==> src/rtl/uart_byte_rx.sv <==
`default_nettype none
// ============================================================================
//  Module      : uart_byte_rx
//  Description : Oversampling 8N1 UART receiver. Synchronizes rxd, detects
//                the start edge, samples each bit at mid-period and presents
//                each good byte with a one-cycle data_valid strobe. A low
//                stop bit pulses frame_err, drops the byte and parks in BREAK
//                until the line returns high.
//                Optional macro UART_RX_PARITY_EN adds an even-parity bit
//                after the data bits and drives parity_err.
//  Revision    : 1.0 - initial release
// ============================================================================
module uart_byte_rx #(
    parameter int CLK_DIV     = 16,
    parameter int SYNC_STAGES = 2
) (
    input  logic       clk,
    input  logic       rst_n,
    input  logic       rxd,
    output logic [7:0] data_out,
    output logic       data_valid,
    output logic       frame_err,
    output logic       parity_err,
    output logic       busy
);

    localparam int c_cnt_w = (CLK_DIV > 1) ? $clog2(CLK_DIV) : 1;
    localparam logic [c_cnt_w-1:0] c_half_cnt = c_cnt_w'(CLK_DIV / 2 - 1);
    localparam logic [c_cnt_w-1:0] c_full_cnt = c_cnt_w'(CLK_DIV - 1);

    typedef enum logic [2:0] {
        S_IDLE   = 3'd0,
        S_START  = 3'd1,
        S_DATA   = 3'd2,
        S_PARITY = 3'd3,
        S_STOP   = 3'd4,
        S_BREAK  = 3'd5
    } state_t;

    state_t                   r_state;
    logic [SYNC_STAGES-1:0]   r_sync;
    logic                     r_rx_prev;
    logic [c_cnt_w-1:0]       r_cnt;
    logic [2:0]               r_bit_idx;
    logic [7:0]               r_shift;
    logic                     w_rx_s;

    assign w_rx_s = r_sync[SYNC_STAGES-1];

    // Synchronize rxd (flops preset to idle-high) and remember the previous rx_s for edge detection
    always_ff @(posedge clk or negedge rst_n) begin
        if (!rst_n) begin
            r_sync    <= '1;
            r_rx_prev <= 1'b1;
        end else begin
            r_sync    <= {r_sync[SYNC_STAGES-2:0], rxd};
            r_rx_prev <= w_rx_s;
        end
    end

`ifdef UART_RX_PARITY_EN
    logic r_par_bad;
`else
    // Without the parity bit there is nothing to check
    assign parity_err = 1'b0;
`endif

    // Receive FSM; all outputs are registered, pulses default low every cycle
    always_ff @(posedge clk or negedge rst_n) begin
        if (!rst_n) begin
            r_state    <= S_IDLE;
            r_cnt      <= '0;
            r_bit_idx  <= '0;
            r_shift    <= '0;
            data_out   <= 8'h00;
            data_valid <= 1'b0;
            frame_err  <= 1'b0;
            busy       <= 1'b0;
`ifdef UART_RX_PARITY_EN
            r_par_bad  <= 1'b0;
            parity_err <= 1'b0;
`endif
        end else begin
            data_valid <= 1'b0;
            frame_err  <= 1'b0;
`ifdef UART_RX_PARITY_EN
            parity_err <= 1'b0;
`endif
            case (r_state)
                S_IDLE: begin
                    r_cnt <= '0;
                    if (r_rx_prev && !w_rx_s) begin
                        r_state <= S_START;
                        busy    <= 1'b1;
                    end
                end

                // Re-check the start bit at its midpoint to reject glitches
                S_START: begin
                    if (r_cnt == c_half_cnt) begin
                        r_cnt <= '0;
                        if (w_rx_s) begin
                            r_state <= S_IDLE;
                            busy    <= 1'b0;
                        end else begin
                            r_state   <= S_DATA;
                            r_bit_idx <= '0;
                        end
                    end else begin
                        r_cnt <= r_cnt + 1'b1;
                    end
                end

                // One full bit period after each mid-bit point lands on the next mid-bit
                S_DATA: begin
                    if (r_cnt == c_full_cnt) begin
                        r_cnt   <= '0;
                        r_shift <= {w_rx_s, r_shift[7:1]};
                        if (r_bit_idx == 3'd7) begin
`ifdef UART_RX_PARITY_EN
                            r_state <= S_PARITY;
`else
                            r_state <= S_STOP;
`endif
                        end else begin
                            r_bit_idx <= r_bit_idx + 3'd1;
                        end
                    end else begin
                        r_cnt <= r_cnt + 1'b1;
                    end
                end

`ifdef UART_RX_PARITY_EN
                // Even parity: XOR of data and parity bit must be zero
                S_PARITY: begin
                    if (r_cnt == c_full_cnt) begin
                        r_cnt     <= '0;
                        r_par_bad <= ^{w_rx_s, r_shift};
                        r_state   <= S_STOP;
                    end else begin
                        r_cnt <= r_cnt + 1'b1;
                    end
                end
`endif

                // Return to IDLE at mid-stop so a back-to-back start edge is caught
                S_STOP: begin
                    if (r_cnt == c_full_cnt) begin
                        r_cnt <= '0;
                        if (w_rx_s) begin
                            data_out   <= r_shift;
                            data_valid <= 1'b1;
`ifdef UART_RX_PARITY_EN
                            parity_err <= r_par_bad;
`endif
                            r_state    <= S_IDLE;
                            busy       <= 1'b0;
                        end else begin
                            frame_err <= 1'b1;
                            r_state   <= S_BREAK;
                        end
                    end else begin
                        r_cnt <= r_cnt + 1'b1;
                    end
                end

                // A held-low line must not decode as a stream of 0x00 bytes
                S_BREAK: begin
                    r_cnt <= '0;
                    if (w_rx_s) begin
                        r_state <= S_IDLE;
                        busy    <= 1'b0;
                    end
                end

                default: begin
                    r_state <= S_IDLE;
                    r_cnt   <= '0;
                    busy    <= 1'b0;
                end
            endcase
        end
    end

endmodule
`default_nettype wire
==> config.mk <==
export PLATFORM = sky130hd
export DESIGN_NAME = uart_byte_rx
export DESIGN_NICKNAME = d
export VERILOG_FILES = /design/src/rtl/uart_byte_rx.sv
export SDC_FILE = /design/constraint.sdc
export NUM_CORES = 1
export LEC_CHECK = 0
export CORE_MARGIN = 4
export CORE_UTILIZATION = 50
export CTS_BUF_LIST = sky130_fd_sc_hd__clkbuf_4 sky130_fd_sc_hd__clkbuf_8
export DETAILED_ROUTE_END_ITERATION = 6
export PLACE_DENSITY = 0.78
export SLEW_MARGIN = 20
export SYNTH_ARGS = -nofsm -noshare
export SYNTH_HDL_FRONTEND = slang
export SYNTH_SLANG_ARGS = --single-unit
==> constraint.sdc <==
create_clock -name clk -period 2.08 [get_ports clk]
set_input_delay 0.52 -clock clk [delete_from_list [all_inputs] [get_ports clk]]
set_output_delay 0.52 -clock clk [all_outputs]
set_load 0.005 [all_outputs]
==> results.ini, run 1 <==
[global_route]
antenna_found_initial = 0
grt_pass1_vias = 984
grtUsageTotal_pct = 15.8
grt_pass1_wl_mm = 4.78
grt_max_degree = 33
grt_overflow = 0

[synth]
yosysUniqueCellTypes = 42
synth_area_sq_um = 1490
synth_adder_area_share_pct = 2.52
avgSynthCellArea_sq_um = 12.7
synthXorXnorAreaFrac_pct = 0.589
synth_compound_area_share_pct = 10.8
synth-simple-area-share_pct = 11.9
synthMuxAreaShare_pct = 15.1
synthCells = 117
yosysWarnings = 0
syn_nets = 123
synth_top_family_by_area = multiplexers
yosysSeqAreaShare_pct = 54.1
synth-seq-cells = 32

[min_path]
min_path_type = reg2reg
min_from = r_sync[0]

[final_layout]
areaGrowthSynthToFinish_pct = 14.7
regArea_sq_um = 805
drive_gt1_share_pct = 30.4
antenna_cells = 0
layout.nets = 140
num-fill-cells = 231
final_core_util_pct = 60.8
final_area_sq_um = 1710
multi_input_area_sq_um = 611

[worst_setup_path]
cp_num_buf_inv = 1
cp_top_family = buffers and inverters
crit_chain = clkdlybuf4s50_1
critPathKind = reg2out
startpoint_type = flip-flop
crit_required_ps = 1560
r2r_start = r_state[0]
cp_data_arrival_time_ps = 1240
slowest_stage = clkdlybuf4s50_1
worst_path_largest_cell_delay_ps = 520
critPathMaxFanout = 3
endpoint_kind = primary output
setup.worst_path.start = busy

[sta]
final.min_clock_period_ps = 1760
fmaxAchievable_ghz = 0.569
final-setup-viol-count = 0
hold_slack_ps = 361
grt_setup_unrepaired = false
fin_tns_setup_ps = 0
finalMaxSlewViolations = 0
hold_viol = 0
fin_crit_sh_pct = 84.5
final.setup.worst_slack_ps = 323
finClkSkew_ps = 12.8

[route]
drtAntennaViolNets = 0
wl_per_cell_microns = 16.0
drt-total-wl_mm = 2.66
drt_iter0_drc = 52
drc = 0
num_vias = 969
viasPerCell = 5.84
drt_pass1_iterations = 4

[clock_network]
cts_hold_buf = 0
cts_tree = done
h-tree-depth = 2
insertion_delay_ps = 330
cts_resized = 0
numClockSinks = 32
root_buffer = clkbuf_4
clock_path_buffers = 2
cts_setup_buffers = 0
cts_buffers = 5
cts.clk_slew.worst_paths_ps = 90

[power_and_ir_drop]
p_leak_nw = 0.830
ir_worst_vdd_v = 0.000531
powerDensity_nw_per_um2 = 839

[placement]
dp_slack_ps = 348
postPlaceCellArea_sq_um = 1640
dp_hpwl_mm = 1.78
portBuffers = 13
gp_congestion = 0.874

[outcome]
outcome = complete, no violations

[floorplan]
fp.dieH_microns = 62.5
die-area_sq_um = 3910
core_area_sq_um = 2810
io_pins = 15
fp-row-count = 19
initial_core_util_pct = 53.0
die_x_microns = 62.5

[run]
maxCapViolCount = 0

## worst register-to-register path, delay by kind of cell, from the launching register on
family	cells	cell delay (ps)
DFF	1	540
muxes	1	390
and+or+nand+nor	2	710
## through the flow
| stage | total power, W | std cells |
|---|---|---|
| global placement | 0.00104 | 158 |
| floorplan | 0.000969 | 117 |
| global route | 0.00153 | 166 |
| finish | 0.00143 | 166 |
| CTS | 0.00145 | 166 |
| detailed placement | 0.00105 | 158 |
## cell usage in the layout (no fill, tap or decap), types with 2 or more instances in the layout
cell type / instances
nor2b_1: 3
a211o_1: 2
o21ai_0: 2
o311a_1: 2
dfrtp_1: 29
inv_1: 5
mux2_2: 19
and2_1: 3
nand3_1: 2
dfstp_2: 3
buf_4: 5
or3b_2: 2
clkdlybuf4s50_1: 13
nor2_1: 4
nand2_1: 3
a21oi_1: 2
a32o_1: 2
ha_1: 3
clkbuf_4: 6
## path summary, 6_finish.rpt
kind | to | slack (ps) | depth (start not counted)
setup / recovery | busy | 320 | 1
hold / removal | r_sync[1] | 360 | 0
setup reg to reg | r_shift[6] | 330 | 3
hold reg to reg | r_sync[1] | 360 | 0
max in group asynchronous | r_sync[0] | 1180 | 2
min in group asynchronous | r_state[0] | 580 | 2
## metal layers
metal | track usage [%] | vias to the layer above | routed length (microns)
met1 | 21.8 | 463 | 1170
met4 | 7.99 | 0 | 68
met2 | 21.8 | 37 | 1220
met3 | 5.76 | 10 | 191
li1 | - | 459 | -
met5 | 0 | - | 0
## sequential cells by signal, summed over array words and instances, names as in the netlist
name,flops
busy,1
data_out,8
data_valid,1
frame_err,1
r_bit_idx,3
r_cnt,4
r_rx_prev,1
r_shift,8
r_state,3
r_sync,2
## area by class of cell
type,count,share of cell area (%)
multi-input combinational,72,35.8
sequential,32,47.1
clock buffer,7,3.45
tap,31,2.27
clock inverter,1,0.440
timing repair buffer,18,9.82
inverter,5,1.10
## cells in the mapped netlist
cell	count	share of area, %
buf_6	1	0.76
nor4b_1	1	0.59
and3_1	1	0.42
o311a_1	2	1.3
inv_1	5	1.3
xor2_1	1	0.59
buf_4	3	1.5
and2_1	3	1.3
a31o_2	1	0.59
nand2b_1	1	0.42
o41ai_1	1	0.59
nand3_2	1	0.67
a22oi_1	1	0.50
nor3_1	1	0.34
dfrtp_1	29	49
o21ai_0	2	0.67
a211o_1	2	1.2
mux2i_1	1	0.67
and3_4	1	0.76
nor2_1	4	1.0
o311ai_0	1	0.59
o2111ai_1	1	0.59
mux2_2	19	14
a31oi_1	1	0.42
nand2_1	3	0.76
buf_2	4	1.3
nor3b_1	1	0.50
conb_1	1	0.25
a21oi_1	2	0.67
dfstp_2	3	5.3
o221ai_1	1	0.59
nand3_1	2	0.67
nor3b_2	1	0.84
a21o_1	1	0.50
a32o_1	2	1.3
nor4bb_1	1	0.67
ha_1	3	2.5
a41oi_1	1	0.59
or3b_2	2	1.2
nand3b_1	1	0.50
o32ai_1	1	0.59
nor2b_1	3	1.3
## cell families after synthesis
kind of cell             count (synthesis)
AO/OA/AOI/OAI                           20
XOR/XNOR                                 1
adder cells (fa/ha/maj)                  3
buffers and inverters                   13
flip-flops                              32
multiplexers                            20
other                                    1
AND/OR/NAND/NOR                         27
## power by group
part / switching (W) / internal, W
registers: 0.0000874 / 0.000673
clock network: 0.000207 / 0.000178
logic: 0.000142 / 0.000145
No activity file was read; power rests on OpenSTA's default activity.
==> run 2, diff against run 1 <==
--- a/config.mk
+++ b/config.mk
@@ -9,7 +9,7 @@
 export CORE_UTILIZATION = 50
 export CTS_BUF_LIST = sky130_fd_sc_hd__clkbuf_4 sky130_fd_sc_hd__clkbuf_8
 export DETAILED_ROUTE_END_ITERATION = 6
-export PLACE_DENSITY = 0.78
+export PLACE_DENSITY = 0.81
 export SLEW_MARGIN = 20
 export SYNTH_ARGS = -nofsm -noshare
 export SYNTH_HDL_FRONTEND = slang
==> constraint.sdc (replaced) <==
create_clock -name clk -period 1.55 [get_ports clk]
set_input_delay 0.3875 -clock clk [delete_from_list [all_inputs] [get_ports clk]]
set_output_delay 0.3875 -clock clk [all_outputs]
set_load 0.005 [all_outputs]
==> run 2 against run 1 <==
Setup slack got worse by 410 ps; clock skew shrank 4.3 ps; combinational power rose by 73%; wire length rose by 6.4%; critical endpoint is now r_bit_idx[2]; worst hold slack improved by 6.9 ps; count of clock-buffer cells in the layout decreased by 2; largest cell class unchanged; final cell count increased by 6.6%; critical path type is now reg2reg; power grew 48%; the run now ends with negative setup slack left; critical path depth up 4; sequential cell count stayed put; register-to-register slack worse by 410 ps; via count is 5.0% higher.
==> results.ini, run 2 (synthesis gave the netlist of run 1 again) <==
[sta]
final.min_clock_period_ps = 1630
hold_viol = 0  ; unchanged
finClkSkew_ps = 8.54  ; -4.28 ps
fmaxAchievable_ghz = 0.612
final-setup-viol-count = 3  ; +3
final.setup.worst_slack_ps = -83.2  ; -406 ps
grt_setup_unrepaired = true
fin_crit_sh_pct = 105
finalMaxSlewViolations = 0  ; unchanged

[worst_setup_path]
cp_top_family = flip-flops
critPathKind = reg2reg
crit_chain = ha_2 -> ha_4 -> nor4bb_4 -> o2111ai_2 -> mux2_2
cp_data_arrival_time_ps = 1840  ; +600 ps
r2r_start = r_bit_idx[0]
cp_num_buf_inv = 0  ; -1
crit_required_ps = 1760  ; +200 ps
startpoint_type = flip-flop
reg2reg_to = r_bit_idx[2]
setup.worst_path.start = r_bit_idx[0]
slowest_stage = dfrtp_1
worst_path_largest_cell_delay_ps = 390  ; -130 ps
worstSetupPathDepth = 5  ; +4
r2r_slack_ps = -80  ; -410 ps
critPathMaxFanout = 3  ; unchanged
crit_end = r_bit_idx[2]
endpoint_kind = flip-flop
rr_worst_depth = 5  ; +2

[clock_network]
cts_hold_buf = 0  ; unchanged
clock_path_buffers = 2  ; unchanged
cts_buffers = 5  ; unchanged
h-tree-depth = 2  ; unchanged
numClockSinks = 32  ; unchanged
cts_tree = done
insertion_delay_ps = 320  ; about the same
cts.clk_slew.worst_paths_ps = 90  ; about the same
root_buffer = clkbuf_4

[floorplan]
die_x_microns = 62.5  ; unchanged
die-area_sq_um = 3910  ; unchanged
initial_core_util_pct = 53.0  ; unchanged
fp-row-count = 19  ; unchanged
fp.dieH_microns = 62.5  ; unchanged
io_pins = 15  ; unchanged
core_area_sq_um = 2810  ; unchanged

[final_layout]
drive_gt1_share_pct = 41.8  ; +11 points
final_cell_mix = dfrtp_1 (27), mux2_2 (15), buf_4 (14)
layout.nets = 151  ; +7.9%
mostFrequentLayoutCell = dfrtp_1
largest_registers = data_out (8), r_shift (8), r_cnt (4)
antenna_cells = 0  ; unchanged
areaGrowthSynthToFinish_pct = 26.2

[global_route]
grt_max_degree = 33  ; unchanged
grt_pass1_vias = 1093  ; +11%
grtUsageTotal_pct = 16.0  ; +0.18 points
grt_pass1_wl_mm = 5.03  ; +5.2%
antenna_found_initial = 0  ; unchanged
grt_overflow = 0  ; unchanged

[power_and_ir_drop]
p_leak_nw = 0.957  ; +15%
power.switching_w = 0.000618  ; +42%
powerDensity_nw_per_um2 = 1130  ; +34%
ir_worst_vdd_v = 0.000866  ; +63%
p_int_w = 0.00150  ; +51%
swShare_pct = 29.2  ; -1.3 points
clkPwrFrac_pct = 29.1  ; +2.2 points
seqPwrFrac_pct = 47.6  ; -5.5 points
p_total_w = 0.00212  ; +48%
power_frac_comb_pct = 23.4  ; +3.4 points

[outcome]
violations = negative setup slack
outcome = finished, violations left

[placement]
dp_hpwl_mm = 1.99  ; +11%
gp_congestion = 0.829  ; -5.1%
dp_slack_ps = -147  ; -496 ps
portBuffers = 13  ; unchanged

[route]
drc = 0  ; unchanged
drtAntennaViolNets = 0  ; unchanged
wl_per_cell_microns = 16.0  ; -0.18%
drt-total-wl_mm = 2.83  ; +6.4%
viasPerCell = 5.75  ; -1.6%
num_vias = 1017  ; +5.0%
drt_iter0_drc = 34  ; -35%
drt_pass1_iterations = 4  ; unchanged

[min_path]
min_path_type = reg2reg
hold_depth = 0  ; unchanged

[run]
maxCapViolCount = 0  ; unchanged

[run 2: cell count changes in the layout (fill, tap and decap cells not counted), sizes merged]
cell / before / now
and2: 3 / 4
buf: 5 / 15
bufinv: 0 / 1
clkbuf: 7 / 5
clkdlybuf4s50: 13 / 2
clkinv: 0 / 1
dlygate4sd2: 0 / 10
dlymetal6s2s: 0 / 1
[run 2: through the flow]
stage / instances / TNS [ps] / util, % / instance area [sq um] / hold slack (ps)
CTS: 176 / -428 / 65.3 / 1830 / 367
detailed placement: 166 / -463 / 62.3 / 1750 / 353
finish: 177 / -228 / 66.9 / 1880 / 368
global placement: 166 / -147 / 62.3 / 1750 / 346
floorplan: 117 / -220 / - / 1530 / 91.9
global route: 177 / -445 / 66.9 / 1880 / 368
[run 2: layer usage]
metal  up-vias  wire length [microns]  global-route usage, %
met5         -                      0                      0
met4         0                     13                   4.96
met3         2                    106                   4.32
met2        19                   1410                   26.0
met1       511                   1290                   20.9
li1        485                      -                      -
[run 2: layout make-up]
cell class,count,area (sq um)
well taps,31,38.8
fillers,207,928
clock inverters,3,42.5
inverters,5,18.8
repair buffers,28,245
multi-input cells,73,687
flip-flops and latches,32,807
clock buffers,5,37.5
[run 2: worst min path at each step]
| stage | endpoint | start | slack, ps |
|---|---|---|---|
| floorplan | busy | rst_n | 90 |
| finish | r_sync[1] | r_sync[0] | 370 |
| CTS | r_sync[1] | r_sync[0] | 370 |
| detailed placement | r_sync[1] | r_sync[0] | 350 |
| global route | r_sync[1] | r_sync[0] | 370 |
| global placement | r_sync[1] | r_sync[0] | 350 |
[run 2: power by group through the flow]
| stage | Sequential, W | Clock [W] | Combinational, W |
|---|---|---|---|
| 2_1_floorplan | 0.000973 | 0 | 0.000343 |
| 3_3_place_gp | 0.00100 | 0 | 0.000437 |
| 3_5_place_dp | 0.00101 | 0 | 0.000467 |
| 4_1_cts | 0.000991 | 0.000636 | 0.000477 |
| 5_1_grt | 0.00102 | 0.000677 | 0.000553 |
| 6_report | 0.00101 | 0.000616 | 0.000495 |
[run 2: what timing repair did]
item | in CTS | in global routing
gates resized for setup | 10 | 9
endpoints found under the setup margin | 18 | 21
gates cloned | 0 | 1
pin swaps | 3 | 0
buffers inserted | 2 | 0
==> run 3, diff against run 2 <==
--- a/config.mk
+++ b/config.mk
@@ -5,6 +5,7 @@
 export SDC_FILE = /design/constraint.sdc
 export NUM_CORES = 1
 export LEC_CHECK = 0
+export ABC_AREA = 1
 export CORE_MARGIN = 4
 export CORE_UTILIZATION = 50
 export CTS_BUF_LIST = sky130_fd_sc_hd__clkbuf_4 sky130_fd_sc_hd__clkbuf_8
==> run 3 against run 2 <==
The run now ends clean; final cell count rose by 19%; global-route usage rose by 0.70 points; via count is 4.9% higher; largest power group unchanged.
==> results.ini, run 3 <==
[power_and_ir_drop]
p_int_w = 0.00144  ; -3.8%
power_frac_comb_pct = 24.0  ; +0.6 points
ir_worst_vdd_v = 0.00102  ; +18%
clkPwrFrac_pct = 29.7  ; +0.6 points
p_leak_nw = 0.902  ; -5.7%
seqPwrFrac_pct = 46.3  ; -1.3 points
power.switching_w = 0.000691  ; +12%
swShare_pct = 32.3  ; +3.2 points
powerDensity_nw_per_um2 = 1250  ; +10%

[final_layout]
layout.nets = 184  ; +22%
regArea_sq_um = 805  ; -0.31%
areaGrowthSynthToFinish_pct = 17.9
final_core_util_pct = 62.1  ; -4.8 points
multi_input_area_sq_um = 546  ; -21%
final_cell_mix = nand2_1 (41), dfrtp_1 (29), inv_1 (21)
num-fill-cells = 221  ; +6.8%
mostFrequentLayoutCell = nand2_1
antenna_cells = 0  ; unchanged
largest_registers = data_out (8), r_shift (8), r_cnt (4)
drive_gt1_share_pct = 18.4  ; -23 points

[placement]
gp_congestion = 0.871  ; +5.1%
dp_hpwl_mm = 1.96  ; -1.5%
portBuffers = 13  ; unchanged

[synth]
synth_flop_cell = dfrtp_1
avgSynthCellArea_sq_um = 9.19  ; -28%
synth_area_sq_um = 1450  ; -2.4%
synthCells = 158  ; +35%
yosysSeqAreaShare_pct = 55.4  ; +1.4 points
synth-seq-cells = 32  ; unchanged
synth_area_leader_cell = dfrtp_1
yosysMostFrequentCell = nand2_1
async_reset_ff_share_pct = 100  ; unchanged
synthTopCellsByArea = dfrtp_1 (50%), nand2_1 (11%), dfstp_2 (5.4%), inv_1 (5.4%), o21ai_2 (4.8%)
syn_nets = 164  ; +33%
yosysWarnings = 0  ; unchanged
synth-edff-count = 0  ; unchanged
yosysUniqueCellTypes = 25  ; -40%
synth_top_area_share_pct = 50.0  ; +1.2 points
yosys-top-cells-count = nand2_1 (41), dfrtp_1 (29), inv_1 (21), nor2_1 (13), o21ai_0 (12)

[worst_setup_path]
startpoint_type = flip-flop
path_common_cell = nand2_1
critPathMaxFanout = 3  ; unchanged
slowest_stage = dfrtp_1
worst_path_largest_cell_delay_ps = 410  ; +20 ps
cp_data_arrival_time_ps = 1690  ; -150 ps
endpoint_kind = flip-flop
critPathKind = reg2reg
crit_chain = ha_1 -> ha_1 -> inv_1 -> nand3_1 -> nand2_1 -> nand3_1 -> nand2_1 -> nand2_1
crit_required_ps = 1780  ; +20 ps

[global_route]
grt_pass1_vias = 1073  ; -1.8%
grt_overflow = 0  ; unchanged
antenna_found_initial = 0  ; unchanged
grt_max_degree = 33  ; unchanged
grt_pass1_wl_mm = 4.51  ; -10%
grtUsageTotal_pct = 16.7  ; +0.70 points

[sta]
fin_tns_setup_ps = 0  ; +228 ps
finClkSkew_ps = 13.5  ; +4.95 ps
final-setup-viol-count = 0  ; -3
fmaxAchievable_ghz = 0.688  ; +12%
finalMaxSlewViolations = 0  ; unchanged
fin_crit_sh_pct = 93.8  ; -12 points
final.min_clock_period_ps = 1450  ; -180 ps
hold_viol = 0  ; unchanged

[route]
drt-total-wl_mm = 2.65  ; -6.2%
wl_per_cell_microns = 12.6  ; -21%
drt_pass1_iterations = 4  ; unchanged
num_vias = 1067  ; +4.9%
viasPerCell = 5.08  ; -12%
drt_iter0_drc = 56  ; +65%
drc = 0  ; unchanged
drtAntennaViolNets = 0  ; unchanged

[clock_network]
clock_path_buffers = 2  ; unchanged
root_buffer = clkbuf_4
insertion_delay_ps = 340  ; +20 ps
numClockSinks = 32  ; unchanged
cts_hold_buf = 0  ; unchanged
h-tree-depth = 2  ; unchanged
cts.clk_slew.worst_paths_ps = 100  ; about the same
cts_tree = done
cts_buffers = 5  ; unchanged

[floorplan]
fp-row-count = 19  ; unchanged
initial_core_util_pct = 52.6  ; -0.40 points
die-area_sq_um = 3830  ; -2.1%
die_x_microns = 61.9  ; -1.1%
core_area_sq_um = 2760  ; -1.7%
fp.dieH_microns = 61.9  ; -1.1%
io_pins = 15  ; unchanged

[run]
maxCapViolCount = 0  ; unchanged

[outcome]
outcome = complete, no violations

[min_path]
min_path_type = reg2reg

-- run 3: path summary, 6_finish.rpt --
kind	start	endpoint	slack (ps)	cells after the start
setup / recovery	r_bit_idx[0]	r_bit_idx[0]	100	8
hold / removal	r_sync[0]	r_sync[1]	370	0
setup reg to reg	r_bit_idx[0]	r_bit_idx[0]	100	8
hold reg to reg	r_sync[0]	r_sync[1]	370	0
max in group asynchronous	rst_n	r_sync[0]	920	2
min in group asynchronous	rst_n	busy	400	2
-- run 3: cells by family after synthesis --
logic type,after synthesis,synth area share (%)
compound gates,23,10.3
xor+xnor,2,1.21
fa+ha+maj,3,2.59
buf+inv,24,7.50
flops,32,55.4
other cells,1,0.258
simple gates,73,22.7
-- run 3: per-layer routing --
metal  vias to the layer above  share of wire (%)  GRT usage, %
met5                         -                  0             0
li1                        529                  -             -
met4                         0                3.0          9.70
met2                        26                 49          27.2
met3                         9                5.4          6.20
met1                       503                 42          18.8
-- run 3: final cells by class --
type	count	share of cell area, %
clock buffer	6	2.63
clock inverter	2	2.05
inverter	21	4.61
multi-input combinational	102	31.9
sequential	32	47.0
tap	31	2.27
timing repair buffer	16	9.58
-- run 3: power groups by stage --
stage	Combinational, W	Sequential (W)	Clock, W
floorplan	0.000382	0.000985	0
global placement	0.000493	0.000996	0
detailed placement	0.000516	0.00100	0
CTS	0.000510	0.000985	0.000656
global route	0.000603	0.000997	0.000700
finish	0.000512	0.000988	0.000635
-- run 3: critical path: cells and delay by family (launching register included) --
kind,cells,cell delay (ps)
fa+ha+maj,2,390
buf+inv,1,70
flops,1,410
simple gates,5,490
-- run 3: repair_timing --
item / in CTS / in global routing
endpoints found under the setup margin: 11 / 21
buffers inserted: 1 / 1
gates resized for setup: 11 / 2
pin swaps: 0 / 1
hold endpoints to repair: 0 / 0
-- run 3: stage by stage --
step | area [sq um] | hold slack [ps] | power [W] | setup slack (ps) | instances
floorplan | 1450 | 91.9 | 0.00137 | 219 | 158
CTS | 1680 | 365 | 0.00215 | 10.1 | 209
detailed placement | 1610 | 350 | 0.00152 | 17.1 | 200
global route | 1710 | 371 | 0.00230 | -23.8 | 210
finish | 1710 | 365 | 0.00213 | 96.3 | 210
global placement | 1610 | 347 | 0.00149 | 115 | 200
